$ cat src/rtl/mem_stage.sv
// MEM pipeline stage. It issues one aligned load or store per instruction on a simple
// req/ack bus and stalls upstream until the bus acknowledges or the timeout expires.
// The MEM/WB outputs are registered. Misaligned accesses and bus timeouts
// each produce a one-cycle fault pulse.
module mem_stage #(
   parameter int unsigned TIMEOUT = 15   // 1..255 BUSY cycles before giving up on mem_ack
) (
   input  logic        clock,
   input  logic        reset,
   input  logic [31:0] addr_in,
   input  logic [31:0] wdata_in,
   input  logic [4:0]  rd_in,
   input  logic [31:0] ctrl_in,
   output logic        stall_out,
   output logic        mem_req,
   output logic        mem_we,
   output logic [31:0] mem_addr,
   output logic [31:0] mem_wdata,
   output logic [3:0]  mem_be,
   input  logic        mem_ack,
   input  logic [31:0] mem_rdata,
   output logic [31:0] result_out,
   output logic [4:0]  rd_out,
   output logic        reg_write_out,
   output logic        misalign_out,
   output logic        bus_err_out
);

   typedef enum logic {IDLE, BUSY} state_t;

   state_t      state_q, state_d;
   logic [7:0]  cnt_q, cnt_d;
   logic [31:0] result_q, result_d;
   logic [4:0]  rd_q, rd_d;
   logic        rw_q, rw_d;
   logic        mis_q, mis_d;
   logic        err_q, err_d;

   logic        rd_en, wr_en, access, unsigned_ld, misal;
   logic        is_byte, is_half, is_word;
   logic [3:0]  be;
   logic [7:0]  lane_b;
   logic [15:0] lane_h;
   logic [31:0] load_data;

   assign rd_en       = ctrl_in[0];
   assign wr_en       = ctrl_in[1];
   assign access      = rd_en | wr_en;
   assign unsigned_ld = ctrl_in[5];
   assign is_byte     = (ctrl_in[4:3] == 2'b00);
   assign is_half     = (ctrl_in[4:3] == 2'b01);
   assign is_word     = ctrl_in[4];
   assign misal       = (is_half & addr_in[0]) | (is_word & (addr_in[1:0] != 2'b00));

   // Byte-lane selection for the bus and lane extraction for load data
   always_comb begin
      be     = 4'b1111;
      lane_b = mem_rdata[7:0];
      lane_h = addr_in[1] ? mem_rdata[31:16] : mem_rdata[15:0];
      if (is_byte)      be = 4'b0001 << addr_in[1:0];
      else if (is_half) be = addr_in[1] ? 4'b1100 : 4'b0011;
      case (addr_in[1:0])
         2'b00:   lane_b = mem_rdata[7:0];
         2'b01:   lane_b = mem_rdata[15:8];
         2'b10:   lane_b = mem_rdata[23:16];
         default: lane_b = mem_rdata[31:24];
      endcase
      if (is_byte)      load_data = {{24{~unsigned_ld & lane_b[7]}}, lane_b};
      else if (is_half) load_data = {{16{~unsigned_ld & lane_h[15]}}, lane_h};
      else              load_data = mem_rdata;
   end

   // Bus address and data are derived directly from the held EX/MEM inputs
   assign mem_addr  = {addr_in[31:2], 2'b00};
   assign mem_wdata = is_byte ? {4{wdata_in[7:0]}} :
                      is_half ? {2{wdata_in[15:0]}} : wdata_in;
   assign mem_we    = mem_req & wr_en;
   assign mem_be    = mem_req ? be : 4'b0000;

   // Next-state, stall/request and MEM/WB next values; defaults form a bubble
   always_comb begin
      state_d   = state_q;
      cnt_d     = cnt_q;
      result_d  = '0;
      rd_d      = '0;
      rw_d      = 1'b0;
      mis_d     = 1'b0;
      err_d     = 1'b0;
      stall_out = 1'b0;
      mem_req   = 1'b0;
      if (reset) begin
         state_d = IDLE;
         cnt_d   = '0;
      end else begin
         case (state_q)
            IDLE: begin
               if (access && !misal) begin
                  stall_out = 1'b1;
                  state_d   = BUSY;
                  cnt_d     = 8'(TIMEOUT);
               end else if (access) begin
                  mis_d = 1'b1;
               end else begin
                  result_d = addr_in;
                  rd_d     = rd_in;
                  rw_d     = ctrl_in[2];
               end
            end
            BUSY: begin
               mem_req = 1'b1;
               if (mem_ack) begin
                  state_d  = IDLE;
                  cnt_d    = '0;
                  result_d = wr_en ? addr_in : load_data;
                  rd_d     = rd_in;
                  rw_d     = ctrl_in[2];
               end else if (cnt_q <= 8'd1) begin
                  // The last allowed cycle has expired. Stall is released here so that
                  // upstream retires the faulting instruction and does not reissue it.
                  state_d = IDLE;
                  cnt_d   = '0;
                  err_d   = 1'b1;
               end else begin
                  stall_out = 1'b1;
                  cnt_d     = cnt_q - 8'd1;
               end
            end
            default: state_d = IDLE;
         endcase
      end
   end

   // State, timeout counter and registered MEM/WB outputs
   always_ff @(posedge clock) begin
      if (reset) begin
         state_q  <= IDLE;
         cnt_q    <= '0;
         result_q <= '0;
         rd_q     <= '0;
         rw_q     <= 1'b0;
         mis_q    <= 1'b0;
         err_q    <= 1'b0;
      end else begin
         state_q  <= state_d;
         cnt_q    <= cnt_d;
         result_q <= result_d;
         rd_q     <= rd_d;
         rw_q     <= rw_d;
         mis_q    <= mis_d;
         err_q    <= err_d;
      end
   end

   assign result_out    = result_q;
   assign rd_out        = rd_q;
   assign reg_write_out = rw_q;
   assign misalign_out  = mis_q;
   assign bus_err_out   = err_q;

endmodule

$ cat config.mk
export PLATFORM = sky130hd
export DESIGN_NAME = mem_stage
export DESIGN_NICKNAME = d
export VERILOG_FILES = /design/src/rtl/mem_stage.sv
export SDC_FILE = /design/constraint.sdc
export NUM_CORES = 1
export LEC_CHECK = 0
export ABC_AREA = 1
export CORE_MARGIN = 2
export CORE_UTILIZATION = 40
export DETAILED_ROUTE_END_ITERATION = 16
export PLACE_DENSITY = 0.95
export RECOVER_POWER = 100
export SYNTH_ARGS = -nofsm -noshare
export SYNTH_HDL_FRONTEND = slang
export SYNTH_SLANG_ARGS = --single-unit
$ cat constraint.sdc
create_clock -name clock -period 3.5 [get_ports clock]
set_input_delay 0.875 -clock clock [delete_from_list [all_inputs] [get_ports clock]]
set_output_delay 0.875 -clock clock [all_outputs]
set_load 0.02 [all_outputs]
==> flow_metrics.env <==
export IMPL_status="finished, final reports clean"
export IMPL_grt_pass1_vias=4346
export IMPL_maxCapViolCount=0
export IMPL_cts_setup_buffers=0
export IMPL_r2r_start="state_q"
export IMPL_grt_setup_unrepaired="false"
export IMPL_synth_common_cells="273 x nand2_1, 104 x nor2_1, 49 x dfxtp_1"
export IMPL_cts_max_path_buffers=2
export IMPL_drt_iter0_drc=388
export IMPL_r2r_end="result_out[13]"
export IMPL_final_min_clock_period_ns=3.31
export IMPL_ys_warn_count=0
export IMPL_p_total_mw=1.63
export IMPL_worst_pin_slew_ns=0.901
export IMPL_crit_path_start="addr_in[1]"
export IMPL_synth_seq_area_share=0.260
export IMPL_die_w_um=101
export IMPL_yosys_area_top_type="nand2_1"
export IMPL_fin_util=0.640
export IMPL_swShare=0.359
export IMPL_grt_pass1_wl_mm=20.8
export IMPL_fill_cells=810
export IMPL_fin_crit_sh=0.947
export IMPL_drtPass1Iterations=5
export IMPL_cp_required_ns=2.62
export IMPL_h_tree_depth=2
export IMPL_crit_fanout=18
export IMPL_n_antenna_cell=0
export IMPL_drcViolationCount=0
export IMPL_p_per_area_nw_per_um2=277
export IMPL_grt_max_degree=63
export IMPL_p_leak_nw=2.96
export IMPL_ios=247
export IMPL_synth_top_area_share=0.272
export IMPL_r2r_slack_ns=1.89
export IMPL_maxSlewHeadroom=0.397
export IMPL_hold_viol=0
export IMPL_cp_arrival_ns=2.44
export IMPL_drive_gt1_frac=0.0576
export IMPL_syn_avg_cell_area_um2=5.69
export IMPL_finClkSkew_ns=0.00510
export IMPL_start_kind="primary input"
export IMPL_reg2reg_depth=7
export IMPL_gp_congestion=0.987
export IMPL_place_area_um2=5850
export IMPL_p_comb_frac=0.431
export IMPL_numCtsBuffers=5
export IMPL_synth_main_ff_cell="dfxtp_1"
export IMPL_area_growth_pct=56.0
export IMPL_power_switching_uw=585
export IMPL_synth_edff_count=0
export IMPL_hold_path_class="reg2reg"
export IMPL_grt_usage=0.254
export IMPL_chipHeight_um=101
export IMPL_p_int_mw=1.05
export IMPL_ys_top_cells_by_area="nand2_1 27%, dfxtp_1 26%, nor2_1 10%"
export IMPL_async_reset_ff_frac=0
export IMPL_wire_per_inst_um=13.9
export IMPL_worstSetupPathType="in2out"
export IMPL_vias=4731
export IMPL_synth_cells=663
export IMPL_io_buffers=218
export IMPL_setup_viol=0
export IMPL_path_clk_slew_ns=0.08
export IMPL_ir_drop_v=0.000163
export IMPL_clk_latency_ns=0.30
export IMPL_cts_tree="built"
export IMPL_initial_core_util=0.410
export IMPL_gr_total_overflow=0
export IMPL_p_seq_frac=0.371
export IMPL_slew_violations=0
export IMPL_clkSinkCount=49
export IMPL_fmax_mhz=302
export IMPL_end_kind="primary output"
export IMPL_yosysUniqueCellTypes=30
export IMPL_syn_area_um2=3770
export IMPL_via_per_inst=4.92
export IMPL_hpwl_mm=10.6
export IMPL_wl_mm=13.3
export IMPL_finalNetCount=987
export IMPL_core_um2=9200
export IMPL_endpoint="mem_be[3]"
export IMPL_pwr_share_clk=0.197
export IMPL_synth_most_common_cell="nand2_1"
export IMPL_die_area_um2=10200
export IMPL_rows=35
export IMPL_antenna_found_initial=0
export IMPL_ant_nets=0
export IMPL_stdcell_area_um2=5890
export IMPL_cts_root_buffer="clkbuf_8"
export IMPL_ys_seq_elements=49
[routing by layer]
layer | GRT usage | wire, um
met5 | 0 | 0
met4 | 0.0738 | 274
met3 | 0.0531 | 1210
met2 | 0.472 | 6750
met1 | 0.291 | 5110
[cell type report]
class	instances	area [um^2]	share of cell area
clock inverter	2	10.0	0.00170
sequential	49	981	0.167
inverter	42	160	0.0272
timing repair buffer	245	2340	0.398
tap	111	139	0.0236
clock buffer	6	72.6	0.0123
multi-input combinational	506	2180	0.370
[critical path: stages]
cell and delay [ns]:
clkdlybuf4s50_1 0.52, clkbuf_2 0.38, nand2_2 0.16, nand2_1 0.13
inv_1 0.07, nor2_1 0.13, buf_4 0.16
[power groups by stage]
stage / Sequential (mW) / Clock, mW / Combinational (mW)
floorplan: 0.648 / 0 / 0.371
global placement: 0.619 / 0 / 0.727
detailed placement: 0.620 / 0 / 0.735
CTS: 0.607 / 0.339 / 0.738
global route: 0.610 / 0.357 / 0.769
finish: 0.606 / 0.322 / 0.704
[layout by cell type (no fill, tap or decap), drive strengths merged]
cell and instances:
nand3 43, conb 2, nor3 4, nand4 3, a21o 1, clkinv 4
clkdlybuf4s50 108, clkbuf 15, o211ai 11, dlygate4sd2 2, o21ai 18, dlygate4sd3 103
buf 22, dfxtp 49, nor2 110, inv 40, dlymetal6s2s 1, nand2 278
a21oi 31, xor2 2, ha 2, o22ai 1
[metrics by stage]
stage	setup WS [ns]	hold WS [ns]	std cells	TNS (ns)
after global routing	0.0912	0.528	961	0
after floorplan	0.834	0.466	664	0
after global placement	-0.0616	0.473	953	-0.0616
after detailed placement	-0.0584	0.489	953	-0.0584
final	0.185	0.495	961	0
after CTS	0.00841	0.501	961	0
[state kept, by name (all words and copies together), names as in the netlist]
| register | flops |
|---|---|
| misalign_out | 1 |
| reg_write_out | 1 |
| result_out | 32 |
| rd_out | 5 |
| bus_err_out | 1 |
| state_q | 1 |
| cnt_q | 8 |
[worst min-delay path by stage]
stage / start / to / cells past startpoint
finish: cnt_q[1] / cnt_q[1] / 2
global route: cnt_q[4] / cnt_q[4] / 2
CTS: cnt_q[1] / cnt_q[1] / 2
detailed placement: cnt_q[1] / cnt_q[1] / 2
global placement: cnt_q[1] / cnt_q[1] / 2
floorplan: cnt_q[1] / cnt_q[1] / 2
[logic make-up (layout without fill, tap and decap cells)]
family          Yosys count  count (layout)  synth area share
flops                    49              49             0.260
fa+ha+maj                 2               2           0.00663
xor+xnor                  2               2           0.00464
simple gates            438             438             0.471
buf+inv                 109             295             0.162
other cells               1               2          0.000994
compound gates           62              62            0.0945
[what timing repair did]
item                                    4_1_cts  5_1_grt
pin swaps                                     0        0
hold buffers                                  0        0
gates resized for setup                       2        4
endpoints found under the setup margin        2       12
(Power assumes the default switching activity.)
